===== src/rtl/fir_mac_sequencer.sv =====
// fir_mac_sequencer: time-multiplexed 32-tap FIR controller.
// A single shared multiply-accumulate unit steps through every tap for each
// accepted sample. The sample history is a circular buffer and the
// coefficient bank is run-time writable while the block is idle.
module fir_mac_sequencer #(
  parameter int ORDER  = 32,
  parameter int IN_W   = 8,
  parameter int COEF_W = 8,
  parameter int ACC_W  = 21,
  parameter int OUT_W  = 16
) (
  input  logic                     clk,
  input  logic                     rst,
  input  logic                     in_valid,
  output logic                     in_ready,
  input  logic [IN_W-1:0]          in_data,
  input  logic                     coef_we,
  input  logic [$clog2(ORDER)-1:0] coef_addr,
  input  logic [COEF_W-1:0]        coef_wdata,
  output logic                     coef_drop,
  output logic                     out_valid,
  input  logic                     out_ready,
  output logic [OUT_W-1:0]         out_data,
  output logic                     busy
);

  localparam int AW = $clog2(ORDER);
  localparam int PW = IN_W + COEF_W;
  localparam logic [AW-1:0] LAST_TAP = AW'(ORDER - 1);

  // Low-pass reset coefficients, 8-bit fields, b31 in the top byte.
  // The response is symmetric, so the list reads the same in either order.
  localparam logic [8*32-1:0] COEF_INIT = {
    8'd0,  8'd2,  8'd3,  8'd4,  8'd4,  8'd2,  8'd0,  8'd0,
    8'd0,  8'd0,  8'd0,  8'd5,  8'd18, 8'd32, 8'd44, 8'd50,
    8'd50, 8'd44, 8'd32, 8'd18, 8'd5,  8'd0,  8'd0,  8'd0,
    8'd0,  8'd0,  8'd2,  8'd4,  8'd4,  8'd3,  8'd2,  8'd0
  };

  typedef enum logic [1:0] {
    ST_IDLE   = 2'd0,
    ST_ACCUM  = 2'd1,
    ST_OUTPUT = 2'd2
  } state_t;

  // Reset value of coefficient k taken from the packed default table.
  function automatic logic [COEF_W-1:0] coef_reset_val(input int k);
    return COEF_W'(COEF_INIT[k*8 +: 8]);
  endfunction

  state_t              state_q, state_d;
  logic [AW-1:0]       wp_q, wp_d;
  logic [AW-1:0]       wp_s_q, wp_s_d;
  logic [AW-1:0]       tap_q, tap_d;
  logic [ACC_W-1:0]    acc_q, acc_d;
  logic                out_valid_q, out_valid_d;
  logic [OUT_W-1:0]    out_data_q, out_data_d;
  logic                coef_drop_q, coef_drop_d;
  logic [IN_W-1:0]     hist_q [ORDER];
  logic [IN_W-1:0]     hist_d [ORDER];
  logic [COEF_W-1:0]   coef_q [ORDER];
  logic [COEF_W-1:0]   coef_d [ORDER];

  logic                accept_s;
  logic [AW-1:0]       rd_idx_s;
  logic [PW-1:0]       prod_s;
  logic [ACC_W-1:0]    acc_sum_s;

  // Handshake and shared MAC datapath; the read index wraps naturally mod ORDER.
  always_comb begin
    accept_s  = in_valid && (state_q == ST_IDLE);
    rd_idx_s  = wp_s_q - tap_q;
    prod_s    = PW'(coef_q[tap_q]) * PW'(hist_q[rd_idx_s]);
    acc_sum_s = acc_q + ACC_W'(prod_s);
  end

  // State register.
  always_ff @(posedge clk) begin
    if (rst) begin
      state_q <= ST_IDLE;
    end else begin
      state_q <= state_d;
    end
  end

  // Next-state logic: accept -> 32 MAC cycles -> hold result until taken.
  always_comb begin
    state_d = state_q;
    case (state_q)
      ST_IDLE: begin
        if (accept_s) begin
          state_d = ST_ACCUM;
        end else begin
          state_d = ST_IDLE;
        end
      end
      ST_ACCUM: begin
        if (tap_q == LAST_TAP) begin
          state_d = ST_OUTPUT;
        end else begin
          state_d = ST_ACCUM;
        end
      end
      ST_OUTPUT: begin
        if (out_ready) begin
          state_d = ST_IDLE;
        end else begin
          state_d = ST_OUTPUT;
        end
      end
      default: begin
        state_d = ST_IDLE;
      end
    endcase
  end

  // Output and datapath next values for each state.
  always_comb begin
    wp_d        = wp_q;
    wp_s_d      = wp_s_q;
    tap_d       = tap_q;
    acc_d       = acc_q;
    out_valid_d = out_valid_q;
    out_data_d  = out_data_q;
    coef_drop_d = 1'b0;
    hist_d      = hist_q;
    coef_d      = coef_q;
    case (state_q)
      ST_IDLE: begin
        // A write in the accept cycle lands before tap 0 is read.
        if (coef_we) begin
          coef_d[coef_addr] = coef_wdata;
        end else begin
          coef_d = coef_q;
        end
        if (accept_s) begin
          hist_d[wp_q] = in_data;
          wp_s_d       = wp_q;
          wp_d         = wp_q + AW'(1);
          acc_d        = '0;
          tap_d        = '0;
        end else begin
          hist_d = hist_q;
        end
      end
      ST_ACCUM: begin
        coef_drop_d = coef_we;
        acc_d       = acc_sum_s;
        tap_d       = tap_q + AW'(1);
        if (tap_q == LAST_TAP) begin
          out_data_d  = acc_sum_s[OUT_W-1:0];
          out_valid_d = 1'b1;
        end else begin
          out_valid_d = 1'b0;
        end
      end
      ST_OUTPUT: begin
        coef_drop_d = coef_we;
        if (out_ready) begin
          out_valid_d = 1'b0;
        end else begin
          out_valid_d = 1'b1;
        end
      end
      default: begin
        out_valid_d = 1'b0;
      end
    endcase
  end

  // Datapath registers, history buffer and coefficient bank.
  always_ff @(posedge clk) begin
    if (rst) begin
      wp_q        <= '0;
      wp_s_q      <= '0;
      tap_q       <= '0;
      acc_q       <= '0;
      out_valid_q <= 1'b0;
      out_data_q  <= '0;
      coef_drop_q <= 1'b0;
      for (int i = 0; i < ORDER; i++) begin
        hist_q[i] <= '0;
        coef_q[i] <= coef_reset_val(i);
      end
    end else begin
      wp_q        <= wp_d;
      wp_s_q      <= wp_s_d;
      tap_q       <= tap_d;
      acc_q       <= acc_d;
      out_valid_q <= out_valid_d;
      out_data_q  <= out_data_d;
      coef_drop_q <= coef_drop_d;
      hist_q      <= hist_d;
      coef_q      <= coef_d;
    end
  end

  assign in_ready  = (state_q == ST_IDLE);
  assign busy      = (state_q != ST_IDLE);
  assign out_valid = out_valid_q;
  assign out_data  = out_data_q;
  assign coef_drop = coef_drop_q;

endmodule

===== config.mk =====
export PLATFORM = sky130hd
export DESIGN_NAME = fir_mac_sequencer
export DESIGN_NICKNAME = d
export VERILOG_FILES = /design/src/rtl/fir_mac_sequencer.sv
export SDC_FILE = /design/constraint.sdc
export NUM_CORES = 2
export LEC_CHECK = 0
export BUFFER_PORTS_ARGS = -buffer_cell sky130_fd_sc_hd__buf_2
export CAP_MARGIN = 20
export CORE_ASPECT_RATIO = 0.7
export CORE_MARGIN = 8
export CORE_UTILIZATION = 45
export CTS_CLUSTER_DIAMETER = 150
export CTS_CLUSTER_SIZE = 40
export DETAILED_ROUTE_END_ITERATION = 8
export GPL_ROUTABILITY_DRIVEN = 0
export PLACE_DENSITY_LB_ADDON = 0.2
export SETUP_SLACK_MARGIN = 0.05
export SLEW_MARGIN = 20
export SYNTH_ARGS = -nofsm -noshare
export SYNTH_HDL_FRONTEND = slang
export SYNTH_SLANG_ARGS = --single-unit

===== constraint.sdc =====
create_clock -name clk -period 14.99 [get_ports clk]
set_input_delay 0.7495 -clock clk [delete_from_list [all_inputs] [get_ports clk]]
set_output_delay 0.7495 -clock clk [all_outputs]
set_load 0.005 [all_outputs]

==> flow_summary.yaml <==
logic_synthesis:
  synth-seq-cells: 563
  synth_xor_area_share_pct: 0.508
  synth.distinct_cells: 63
  synth_top_family_by_area: "multiplexers"
  syn_nets: 2856
  synth-seq-area-share_pct: 40.9
  syn_area_per_cell_um2: 10.1
  synth_cells: 2730
  synth-edff-count: 0
  synth-simple-area-share_pct: 13.6
  yosysWarnings: 0
  synth-compound-area-share_pct: 6.74
  syn_area_um2: 27600
  synth-async-reset-ratio_pct: 0
  synth_mux_area_share_pct: 27.9
  synth_ff_type: "dfxtp_1"
  yosys.area_share.adder_pct: 5.92
sta:
  slew_violations: 0
  worst_slew_pin_slew_ps: 1170
  rsz0062_at_grt: "no"
  tns_ps: 0
  relSlewSlack_pct: 21.9
  fmax_ghz: 0.121
  clock_skew_ps: 70.9
  setup_viol: 0
  fin_crit_sh_pct: 55.3
  period_needed_ps: 8300
  finalHoldViolations: 0
die:
  initial_utilization_pct: 45.2
  rows: 76
  chipWidth_um: 312
  die_area_um2: 69600
  die_h_um: 223
  ios: 46
  design.core.area_um2: 61000
routing:
  drt_first_iter_violations: 2014
  dr.pass1.iters: 5
  drt_wl_total_mm: 74.4
  ant_nets: 0
  drc: 0
  viasPerCell: 5.80
  wl_per_cell_um: 21.6
  route.vias.total: 19900
finish:
  utilization_pct: 47.2
  final_nets: 2741
  drive_gt1_share_pct: 11.2
  layout_commonest_cell: "dfxtp_1"
  n_fill_cell: 5682
  seqCellArea_um2: 11300
  areaGrowthSynthToFinish_pct: 4.45
  layout_common_cells: "dfxtp_1 (561), nor2_1 (447), mux2i_1 (412)"
  multiInputGateArea_um2: 15100
pwr:
  p_seq_share_pct: 62.3
  vdd_drop_max_uv: 68.5
  p_sw_share_pct: 25.8
  power.internal_mw: 1.81
  leakage_nw: 11.3
  pwr-share-clk_pct: 29.1
  p_per_area_nw_per_um2: 84.4
  pwr-share-comb_pct: 8.7
  switchingPower_mw: 0.627
clocking:
  cts_htree_levels: 1
  cts_buffers: 18
  clkTransAtPathRegs_ps: 170
  holdBufCountCts: 0
  cts_resized: 0
  cts_tree: "yes"
  root_buffer: "clkbuf_16"
  postCtsSetupRepairBufs: 0
  insertion_delay_ps: 600
  cts_sinks: 563
  clock_path_buffers: 3
critical_path:
  crit_path_start_kind: "register"
  critPathCaptureType: "register"
  critical_path_arrival_ps: 8860
  worstPathRequired_ps: 15550
  critPathMaxFanout: 30
  worstSetupPathType: "register to register"
global_route:
  grt_antenna_before_repair: 5
  grt_max_degree: 259
  overflow: 0
  grt_pass1_wl_mm: 115
  track_usage_pct: 20.6
  grt_pass1_vias: 19000
placed_design:
  hpwl_mm: 51.0
  io_buffer_count: 45
worst_hold_path:
  hp-class: "primary input to register"
run:
  max_cap_violations: 0
status:
  outcome: "finished, final reports clean"
synthesized netlist by cell type, types with 16 or more instances:
library cell / instances / share of area [%]
inv_1: 109 / 1.5
mux2i_1: 412 / 15
nand2_1: 167 / 2.3
nor2_1: 448 / 6.1
nor2b_1: 19 / 0.43
mux2_2: 18 / 0.73
mux4_2: 144 / 12
dfxtp_1: 563 / 41
buf_2: 17 / 0.31
o21ai_0: 38 / 0.69
clkbuf_1: 166 / 2.3
nand4_1: 21 / 0.48
and3_1: 20 / 0.45
nand3b_1: 16 / 0.44
ha_1: 49 / 2.2
nand3_1: 104 / 1.9
a211o_1: 33 / 1.0
a21oi_1: 141 / 2.6
fa_1: 51 / 3.7
metrics by stage:
step	setup WS [ps]	cell area [um^2]	hold WS [ps]	instances	total power, mW
after floorplan	8110	27600	430	2730	1.69
after global placement	7050	28200	439	3413	1.75
after detailed placement	6810	28300	447	3413	1.75
after CTS	6810	28800	426	3435	2.45
after global routing	6210	28800	460	3436	2.52
final	6690	28800	458	3439	2.43
area by class of cell:
| class | instances | share of cell area, % |
|---|---|---|
| clock buffer | 21 | 1.68 |
| antenna | 3 | 0.0261 |
| inverter | 111 | 1.45 |
| timing repair buffer | 66 | 1.48 |
| clock inverter | 1 | 0.104 |
| tap | 819 | 3.56 |
| sequential | 563 | 39.1 |
| multi-input combinational | 1855 | 52.6 |
metal layers:
layer  vias up  GRT usage [%]  part of all wire [%]
met5         -              0                     0
met4         0           2.84                   1.3
met3        58           3.76                   8.4
met2       668           28.6                    41
met1      9961           33.2                    50
li1       9250              -                     -
power groups by stage:
| stage | Clock [mW] | Combinational [mW] | Sequential [mW] |
|---|---|---|---|
| floorplan | 0 | 0.149 | 1.54 |
| global placement | 0 | 0.203 | 1.55 |
| detailed placement | 0 | 0.207 | 1.55 |
| CTS | 0.729 | 0.207 | 1.51 |
| global route | 0.778 | 0.225 | 1.52 |
| finish | 0.707 | 0.210 | 1.51 |
worst max-delay path, cell delays in order, from the launching register on:
cell	delay, ps
dfxtp_1	970
inv_1	160
ha_1	430
nor2b_1	170
o21a_1	180
o21ai_1	790
and2_1	940
o211ai_1	340
a21o_1	260
fa_1	520
inv_1	60
fa_1	480
fa_1	550
inv_1	60
fa_1	530
inv_1	50
ha_1	350
and3_1	180
a211o_1	370
a311o_1	420
nor4_1	310
a211o_1	150
registers in the layout, summed over array words and instances (netlist names):
register   flops
out_valid      1
hist_q       256
wp_q           5
out_data      16
wp_s_q         5
acc_q         16
coef_q       256
tap_q          5
coef_drop      1
state_q        2
kinds of logic (layout without fill, tap and decap cells):
group                    Yosys count  after routing
AND/OR/NAND/NOR                  859            859
multiplexers                     581            581
flip-flops                       563            563
buffers and inverters            312            199
AO/OA/AOI/OAI                    299            299
adder cells (fa/ha/maj)          100            100
XOR/XNOR                          16             16
other                              0              3
worst paths after layout:
check | start | to | slack [ps] | depth (start not counted)
setup reg to reg | tap_q[2] | out_data[15] | 6690 | 21
setup / recovery | tap_q[2] | out_data[15] | 6690 | 21
hold / removal | out_ready | state_q[1] | 460 | 3
hold reg to reg | coef_q[249] | coef_q[249] | 460 | 2
(Power assumes the default switching activity.)
